**config.mk**
```make
export PLATFORM = sky130hd
export DESIGN_NAME = spi_cfg_master
export DESIGN_NICKNAME = d
export VERILOG_FILES = /design/src/rtl/spi_cfg_pkg.sv /design/src/rtl/spi_cfg_tick_gen.sv /design/src/rtl/spi_cfg_master.sv
export SDC_FILE = /design/constraint.sdc
export NUM_CORES = 1
export LEC_CHECK = 0
export ABC_AREA = 0
export BUFFER_PORTS_ARGS = -buffer_cell sky130_fd_sc_hd__buf_2
export CORE_UTILIZATION = 58
export DETAILED_ROUTE_END_ITERATION = 8
export GPL_ROUTABILITY_DRIVEN = 0
export GPL_TIMING_DRIVEN = 0
export MAX_ROUTING_LAYER = met4
export PLACE_DENSITY = 0.93
export RECOVER_POWER = 25
export SYNTH_ARGS = -nofsm -noshare
export SYNTH_HDL_FRONTEND = slang
export SYNTH_SLANG_ARGS = --single-unit
```
**constraint.sdc**
```tcl
create_clock -name clk -period 5.55 [get_ports clk]
set_clock_uncertainty 0.1 [all_clocks]
set_input_delay 1.11 -clock clk [delete_from_list [all_inputs] [get_ports clk]]
set_output_delay 1.11 -clock clk [all_outputs]
set_load 0.01 [all_outputs]
```
**src/rtl/spi_cfg_pkg.sv**
```systemverilog
// spi_cfg_pkg
// Shared definitions for the SPI configuration-bus write sequencer:
// frame geometry, the peripheral's configuration register map, the
// sequencer state enum and a helper that assembles a write frame.
package spi_cfg_pkg;

  localparam int FRAME_BITS   = 16;
  localparam int ADDR_W       = 7;
  localparam int DATA_W       = 8;
  localparam int NUM_CFG_REGS = 5;
  localparam int BULK_IDX_W   = $clog2(NUM_CFG_REGS);

  // Configuration register map of the attached peripheral
  localparam logic [ADDR_W-1:0] REG_EN_OUT_7_0  = 7'd0;
  localparam logic [ADDR_W-1:0] REG_EN_OUT_15_8 = 7'd1;
  localparam logic [ADDR_W-1:0] REG_EN_PWM_7_0  = 7'd2;
  localparam logic [ADDR_W-1:0] REG_EN_PWM_15_8 = 7'd3;
  localparam logic [ADDR_W-1:0] REG_PWM_DUTY    = 7'd4;

  typedef enum logic [2:0] {
    ST_IDLE,
    ST_SETUP,
    ST_SHIFT_HI,
    ST_SHIFT_LO,
    ST_GAP
  } spi_state_e;

  // Write frame: bit15 = 1 (write), bits14:8 = address, bits7:0 = data
  function automatic logic [FRAME_BITS-1:0] make_write_frame(
    input logic [ADDR_W-1:0] addr,
    input logic [DATA_W-1:0] data
  );
    return {1'b1, addr, data};
  endfunction

endpackage

```
**src/rtl/spi_cfg_tick_gen.sv**
```systemverilog
// spi_cfg_tick_gen
// Half-period divider for SCLK pacing. Emits a one-cycle half_tick every
// CLK_DIV clock cycles. Asserting restart reloads the down-counter so the
// next half_tick arrives exactly CLK_DIV cycles after the restart cycle,
// which lets the sequencer time every state from its entry edge.
//
// Ports:
//   clk        in   system clock
//   rst        in   synchronous active-high reset
//   restart    in   reload the divider (sequencer state change)
//   half_tick  out  one-cycle pulse when the current half-period expires
module spi_cfg_tick_gen #(
  parameter int CLK_DIV = 4
) (
  input  logic clk,
  input  logic rst,
  input  logic restart,
  output logic half_tick
);

  localparam int               CNT_W  = $clog2(CLK_DIV);
  localparam logic [CNT_W-1:0] RELOAD = CNT_W'(CLK_DIV - 1);

  logic [CNT_W-1:0] cnt;

  always_ff @(posedge clk) begin
    if (rst) begin
      cnt <= RELOAD;
    end else if (restart || (cnt == '0)) begin
      cnt <= RELOAD;
    end else begin
      cnt <= cnt - CNT_W'(1);
    end
  end

  assign half_tick = (cnt == '0);

endmodule

```
**src/rtl/spi_cfg_master.sv**
```systemverilog
// spi_cfg_master
// Register-write sequencer for the peripheral's three-wire configuration
// bus. Sends 16-bit write frames MSB first, either from single commands
// (valid/ready) or from a bulk sequence rewriting addresses 0..4.
//
//   state       | meaning
//   ------------+-----------------------------------------------------
//   ST_IDLE     | bus idle; pick pending bulk frame, else a command
//   ST_SETUP    | nCS low, COPI = bit15, SCLK low for CLK_DIV cycles
//   ST_SHIFT_HI | SCLK high for CLK_DIV cycles (peripheral samples)
//   ST_SHIFT_LO | SCLK low, next bit on COPI; after bit 0 go to GAP
//   ST_GAP      | nCS high for GAP_CYCLES cycles, frame_done at end
//
// Ports:
//   clk, rst                 system clock, synchronous active-high reset
//   cmd_valid/ready          single-write handshake
//   cmd_addr, cmd_data       command payload, sampled at handshake edge
//   bulk_start, bulk_data    capture 5 bytes and schedule a bulk write
//   busy                     frame in progress or bulk pending
//   frame_done, bulk_done    end-of-frame / end-of-bulk pulses
//   spi_ncs, spi_copi, spi_sclk  bus pins (all registered)
module spi_cfg_master
  import spi_cfg_pkg::*;
#(
  parameter int CLK_DIV    = 4,
  parameter int GAP_CYCLES = 8
) (
  input  logic                             clk,
  input  logic                             rst,
  input  logic                             cmd_valid,
  output logic                             cmd_ready,
  input  logic [ADDR_W-1:0]                cmd_addr,
  input  logic [DATA_W-1:0]                cmd_data,
  input  logic                             bulk_start,
  input  logic [NUM_CFG_REGS*DATA_W-1:0]   bulk_data,
  output logic                             busy,
  output logic                             frame_done,
  output logic                             bulk_done,
  output logic                             spi_ncs,
  output logic                             spi_copi,
  output logic                             spi_sclk
);

  localparam int                    GAP_W     = $clog2(GAP_CYCLES + 1);
  localparam logic [GAP_W-1:0]      GAP_LOAD  = GAP_W'(GAP_CYCLES - 1);
  localparam logic [BULK_IDX_W-1:0] BULK_LAST = BULK_IDX_W'(REG_PWM_DUTY);

  spi_state_e state, next_state;

  logic [FRAME_BITS-1:0]                 shreg;
  logic [3:0]                            bit_cnt;
  logic [GAP_W-1:0]                      gap_cnt;
  logic [NUM_CFG_REGS-1:0][DATA_W-1:0]   bulk_shadow;
  logic [BULK_IDX_W-1:0]                 bulk_idx;
  logic                                  bulk_pending;
  // Set while the frame on the wire is the bulk frame for bulk_idx; a
  // restart clears it so that frame's completion does not advance the
  // freshly reset index.
  logic                                  bulk_inflight;

  logic                    half_tick;
  logic                    tick_restart;
  logic                    load_bulk;
  logic                    load_cmd;
  logic                    frame_end;
  logic                    pend_n;
  logic                    infl_n;
  logic [BULK_IDX_W-1:0]   idx_n;
  logic                    bulk_done_n;
  logic                    on_bus;

  spi_cfg_tick_gen #(
    .CLK_DIV (CLK_DIV)
  ) u_tick_gen (
    .clk       (clk),
    .rst       (rst),
    .restart   (tick_restart),
    .half_tick (half_tick)
  );

  always_comb begin
    next_state = state;
    load_bulk  = 1'b0;
    load_cmd   = 1'b0;
    frame_end  = 1'b0;
    case (state)
      ST_IDLE: begin
        if (bulk_pending) begin
          next_state = ST_SETUP;
          load_bulk  = 1'b1;
        end else if (cmd_valid && cmd_ready) begin
          next_state = ST_SETUP;
          load_cmd   = 1'b1;
        end
      end
      ST_SETUP: begin
        if (half_tick) next_state = ST_SHIFT_HI;
      end
      ST_SHIFT_HI: begin
        if (half_tick) next_state = ST_SHIFT_LO;
      end
      ST_SHIFT_LO: begin
        if (half_tick) next_state = (bit_cnt == 4'd0) ? ST_GAP : ST_SHIFT_HI;
      end
      ST_GAP: begin
        if (gap_cnt == '0) begin
          next_state = ST_IDLE;
          frame_end  = 1'b1;
        end
      end
      default: next_state = ST_IDLE;
    endcase
    tick_restart = (next_state != state);
  end

  // Bulk bookkeeping; a new bulk_start always wins over frame completion.
  always_comb begin
    pend_n      = bulk_pending;
    infl_n      = bulk_inflight;
    idx_n       = bulk_idx;
    bulk_done_n = 1'b0;
    if (load_bulk) infl_n = 1'b1;
    if (frame_end && bulk_inflight) begin
      infl_n = 1'b0;
      if (bulk_idx == BULK_LAST) begin
        pend_n      = 1'b0;
        bulk_done_n = 1'b1;
      end else begin
        idx_n = bulk_idx + BULK_IDX_W'(1);
      end
    end
    if (bulk_start) begin
      pend_n      = 1'b1;
      infl_n      = 1'b0;
      idx_n       = BULK_IDX_W'(REG_EN_OUT_7_0);
      bulk_done_n = 1'b0;
    end
  end

  assign on_bus = (state == ST_SETUP) || (state == ST_SHIFT_HI) || (state == ST_SHIFT_LO);

  always_ff @(posedge clk) begin
    if (rst) begin
      state         <= ST_IDLE;
      shreg         <= '0;
      bit_cnt       <= 4'd0;
      gap_cnt       <= '0;
      bulk_shadow   <= '0;
      bulk_idx      <= '0;
      bulk_pending  <= 1'b0;
      bulk_inflight <= 1'b0;
    end else begin
      state         <= next_state;
      bulk_pending  <= pend_n;
      bulk_inflight <= infl_n;
      bulk_idx      <= idx_n;
      if (bulk_start) bulk_shadow <= bulk_data;

      if (load_bulk) begin
        shreg   <= make_write_frame(ADDR_W'(bulk_idx), bulk_shadow[bulk_idx]);
        bit_cnt <= 4'd15;
      end else if (load_cmd) begin
        shreg   <= make_write_frame(cmd_addr, cmd_data);
        bit_cnt <= 4'd15;
      end else begin
        if (state == ST_SHIFT_HI && half_tick) begin
          shreg <= {shreg[FRAME_BITS-2:0], 1'b0};
        end
        if (state == ST_SHIFT_LO && half_tick && bit_cnt != 4'd0) begin
          bit_cnt <= bit_cnt - 4'd1;
        end
      end

      if (next_state == ST_GAP && state != ST_GAP) begin
        gap_cnt <= GAP_LOAD;
      end else if (state == ST_GAP && gap_cnt != '0) begin
        gap_cnt <= gap_cnt - GAP_W'(1);
      end
    end
  end

  // Pin outputs follow the state one cycle later, so the handshake edge is
  // followed by nCS falling on the next edge. cmd_ready/busy track the
  // next state so the handshake is decided by registered values only.
  always_ff @(posedge clk) begin
    if (rst) begin
      spi_ncs    <= 1'b1;
      spi_sclk   <= 1'b0;
      spi_copi   <= 1'b0;
      cmd_ready  <= 1'b1;
      busy       <= 1'b0;
      frame_done <= 1'b0;
      bulk_done  <= 1'b0;
    end else begin
      spi_ncs    <= !on_bus;
      spi_sclk   <= (state == ST_SHIFT_HI);
      spi_copi   <= on_bus ? shreg[FRAME_BITS-1] : 1'b0;
      cmd_ready  <= (next_state == ST_IDLE) && !pend_n;
      busy       <= (next_state != ST_IDLE) || pend_n;
      frame_done <= frame_end;
      bulk_done  <= bulk_done_n;
    end
  end

endmodule

```
**After elaboration in Yosys (flattened, before gate mapping)**

Cells that the tools add are included.

- Register bits: 81
- Input bits: 59
- Output and inout port bits: 7
- Word-level logic and storage cells: 101

- $add $sub $neg: 4
- $lt $le $gt $ge: 1
- Equality and inequality tests: 8
- Muxes and demuxes: 29
- Bitwise operators: 3
- Reductions and logical operators: 34

Operator list:

| operator | count |
|---|---|
| 16-bit two-way mux | 3 |
| 3-bit two-way mux | 9 |
| 8-bit binary-select mux with 3-bit select | 1 |
| 3-bit case mux with 5 select lines | 1 |
| 4-bit two-way mux | 3 |
| 1-bit two-way mux | 11 |
| 2-bit OR reduction | 5 |
| 3-bit == test (second input constant) | 3 |
| 3-bit nonzero test | 3 |
| 1-bit logical AND | 8 |
| 4-bit zero test | 2 |
| 8-bit two-way mux | 1 |
| 4-bit nonzero test | 2 |
| 4-bit by 1-bit subtractor with 4-bit output (second input constant) | 2 |
| 3-bit by 2-bit == test with 1-bit output (second input constant) | 2 |
| 3-bit zero test | 2 |
| 3-bit OR reduction | 2 |
| 1-bit logical OR | 4 |
| 3-bit by 4-bit < comparator with 1-bit output (second input constant) | 1 |
| 2-bit nonzero test | 2 |
| 3-bit by 1-bit adder with 3-bit output (second input constant) | 1 |
| 3-bit by 1-bit == test with 1-bit output (second input constant) | 1 |
| 3-bit != test | 1 |
| 3-bit != test (second input constant) | 1 |
| other kinds (5) | 8 |

**Longest topological paths before layout**

- Depth after elaboration: 8
- Mapped depth: 8

**Modules after synthesis**

Synthesis repeated with hierarchy kept, for this count alone.

- Cell total of the unflattened synthesis: 357
- Area total of the unflattened synthesis: 3579.7 sq um

Modules (own cells, without submodules):

| module | instances | cells an instance | area each (sq um) | sequential area each (sq um) |
|---|---|---|---|---|
| spi_cfg_master | 1 | 350 | 3499.6 | 1581.5 |
| spi_cfg_tick_gen | 1 | 7 | 80.1 | 40.0 |

**Worst setup path after synthesis**

Ideal clock, no wire load.

- Path kind: in2reg
- Start: input port bulk_start
- End: register bulk_shadow[15] in the netlist's numbering
- Arrival time: 2013 ps
- Setup slack: 3310 ps
- Stages: 4
- Cells stage by stage: clkbuf_1 clkbuf_1 mux2i_1 nor2_1

RTL lines:

| element | line | source |
|---|---|---|
| start: declaration | spi_cfg_master.sv:34 | `input logic bulk_start,` |
| end signal: assignment | spi_cfg_master.sv:157 | `if (bulk_start) bulk_shadow <= bulk_data;` |
| end: declaration | spi_cfg_master.sv:53 | `logic [NUM_CFG_REGS-1:0][DATA_W-1:0] bulk_shadow;` |

**Final worst setup path**

- Start: register bulk_idx[0]
- End: register shreg[6]

- Longest elaborated chain between the ends: 3

Ends and longest elaborated chain:

| element | line | source |
|---|---|---|
| start: declaration | spi_cfg_master.sv:54 | `logic [BULK_IDX_W-1:0] bulk_idx;` |
| start signal: assignment | spi_cfg_master.sv:156 | `bulk_idx <= idx_n;` |
| 8-bit binary-select mux with 3-bit select | spi_cfg_master.sv:160 | `shreg <= make_write_frame(ADDR_W'(bulk_idx), bulk_shadow[bulk_idx]);` |
| 8-bit two-way mux (implied by the code) | spi_cfg_master.sv:160 |  |
| 16-bit two-way mux | spi_cfg_master.sv:159 | `if (load_bulk) begin` |
| end signal: assignment | spi_cfg_master.sv:160 |  |
| end signal: assignment | spi_cfg_master.sv:163 | `shreg <= make_write_frame(cmd_addr, cmd_data);` |
| end signal: assignment | spi_cfg_master.sv:167 | `shreg <= {shreg[FRAME_BITS-2:0], 1'b0};` |
| end: declaration | spi_cfg_master.sv:50 | `logic [FRAME_BITS-1:0] shreg;` |

Every way passes these cells. The select of a mux whose other input is x is not followed.
A chain may end at the register's enable or synchronous reset.

==> results_dict.tcl <==
set metrics [dict create \
    final_nets 495 \
    hold_ws_ns 0.283 \
    fill_cells 427 \
    clkTransAtPathRegs_ns 0.09 \
    dieHeight_um 80.5 \
    tightestPinTransition_ns 0.797 \
    cts_resized 0 \
    arrival_ns 2.52 \
    num_io_pins 66 \
    drtPass1Iterations 5 \
    syn_inst 355 \
    peakVddDrop_mv 0.224 \
    drc_errors 0 \
    clock_latency_ns 0.37 \
    ant_nets 0 \
    cp_slowest_cell "mux4_2" \
    setup_violations 0 \
    synth_cell_type_count 49 \
    core-area_um2 5920 \
    antenna_found_initial 0 \
    path_max_fanout 10 \
    diodes 0 \
    synth_seq_cells 81 \
    synth_most_common_cell "dfxtp_1" \
    hold_path.class "reg2reg" \
    relSlewSlack_pct 46.8 \
    rsz0062_at_grt "false" \
    setup_tns_ns 0 \
    period_needed_ns 2.39 \
    num_rows 28 \
    seq_area_frac_synth_pct 45.3 \
    max_stage_delay_ns 0.61 \
    p_leak_nw 1.77 \
    cts-root-buf "clkbuf_8" \
    utilization_pct 70.5 \
    hold_viol_final 0 \
    period_share_pct 43.0 \
    viasPerCell 5.92 \
    grt_pass1_vias 2942 \
    r2r_slack_ns 3.16 \
    drv_slew 0 \
    avgSynthCellArea_um2 10.1 \
    drive_gt1_share_pct 22.4 \
    synth_area_leaders "dfxtp_1, mux2i_1, nor2_1" \
    vias 3013 \
    hpwl_um 6010 \
    fmax_ghz 0.419 \
    grt_max_degree 15 \
    numCtsBuffers 9 \
    die_area_um2 6490 \
    synth_edf_count 0 \
    post_cts_buffers 0 \
    clock_path_buffers 2 \
    syn2layout_area_growth_pct 16.7 \
    synth_top_area_cell "dfxtp_1" \
    layout_setup_ws_ns 3.16 \
    synth_flop_cell "dfxtp_1" \
    async_flop_share_pct 0 \
    yosysWarnings 0 \
    grt_usage_pct 29.6 \
    post-place-ws_ns 2.99 \
    cts_tree "built" \
    drv_cap 0 \
    synth_top_cell_area_share_pct 45.3 \
    outcome "complete, no violations" \
    cts_sinks 81 \
    crit_required_ns 5.69 \
    synth_nets 421 \
    grt_pass1_wl_um 13700 \
    overflow 0 \
    htreeDepth 3 \
    start_util_pct 60.4 \
    path_buf_inv 1 \
    wl_per_cell_um 16.8 \
    p_per_area_nw_per_um2 292 \
    drt_iter0_drc 244 \
    path_delay_family "multiplexers" \
    total_power_w 0.00122 \
    die_w_um 80.5 \
    synth_area_um2 3580 \
    cp-end-kind "flop" \
    synth_commonest_cells "dfxtp_1, nor2_1, mux2i_1" \
    worstSetupStartpointType "flop" \
    postCtsHoldBufs 0 \
    finalWirelength_um 8540 \
    crit_chain "clkbuf_1 -> mux4_2 -> nor2b_1 -> a311oi_1 -> a2111oi_0" \
    path_class "reg2reg" \
    portBuffers 63 \
]
==> final timing paths <==
kind | startpoint | endpoint | cells past startpoint
setup / recovery | bulk_idx[0] | shreg[6] | 5
hold / removal | u_tick_gen.cnt[0] | u_tick_gen.cnt[0] | 1
setup reg to reg | bulk_idx[0] | shreg[6] | 5
hold reg to reg | u_tick_gen.cnt[0] | u_tick_gen.cnt[0] | 1
==> through the flow <==
step,cells,area (um2)
final,509,4180
after global routing,509,4180
after CTS,509,4180
after detailed placement,493,3990
after global placement,493,3990
after floorplan,355,3580
==> placed cells by master (no fill, tap or decap), types with 8 or more instances in the layout <==
cell | Yosys | final
nor2_1 | 60 | 60
mux2i_1 | 52 | 52
a311oi_1 | 8 | 8
clkbuf_8 | 0 | 9
nand2_1 | 9 | 9
a21oi_1 | 17 | 17
mux4_2 | 8 | 8
inv_1 | 11 | 11
clkbuf_1 | 13 | 17
dfxtp_1 | 81 | 81
buf_2 | 5 | 66
==> sequential cells by signal, indices dropped and copies added, names as in the netlist <==
register	cells
bit_cnt	4
bulk_done	1
bulk_idx	3
bulk_inflight	1
bulk_pending	1
bulk_shadow	40
busy	1
cmd_ready	1
frame_done	1
gap_cnt	4
shreg	16
spi_copi	1
spi_ncs	1
spi_sclk	1
state	3
u_tick_gen.cnt	2
==> report_power, final <==
| part | leakage (nW) | total, W | switching [W] | internal, W |
|---|---|---|---|---|
| combinational | 1.01 | 0.000148 | 0.0000803 | 0.0000677 |
| sequential | 0.667 | 0.000638 | 0.0000204 | 0.000617 |
| clock | 0.0929 | 0.000435 | 0.000225 | 0.000209 |
| total | 1.77 | 0.00122 | 0.000326 | 0.000894 |
==> kinds of logic (layout without fill, tap and decap cells) <==
logic type / after synthesis / after routing / share of synthesized area (%)
AOI/OAI and AO/OA: 54 / 54 / 11.3
xor gates and xnor gates: 6 / 6 / 1.47
adders and majority gates: 7 / 7 / 2.45
buffers and inverters: 34 / 113 / 4.16
DFF: 81 / 81 / 45.3
muxes: 60 / 60 / 19.6
and+or+nand+nor: 113 / 113 / 15.8
==> layer usage <==
layer	wire [um]	track usage (%)
met5	0	-
met4	305	15.0
met3	581	8.64
met2	4250	49.2
met1	3400	32.1
==> cell type report <==
type                       count  area, um2  area share, %
clock inverter                 6       67.6           1.62
inverter                      11       41.3          0.989
buffer                        23        101           2.43
timing repair buffer          63        315           7.55
clock buffer                  10        128           3.06
sequential                    81       1620           38.8
multi-input combinational    240       1810           43.3
tap                           75       93.8           2.25
(Power assumes the default switching activity.)
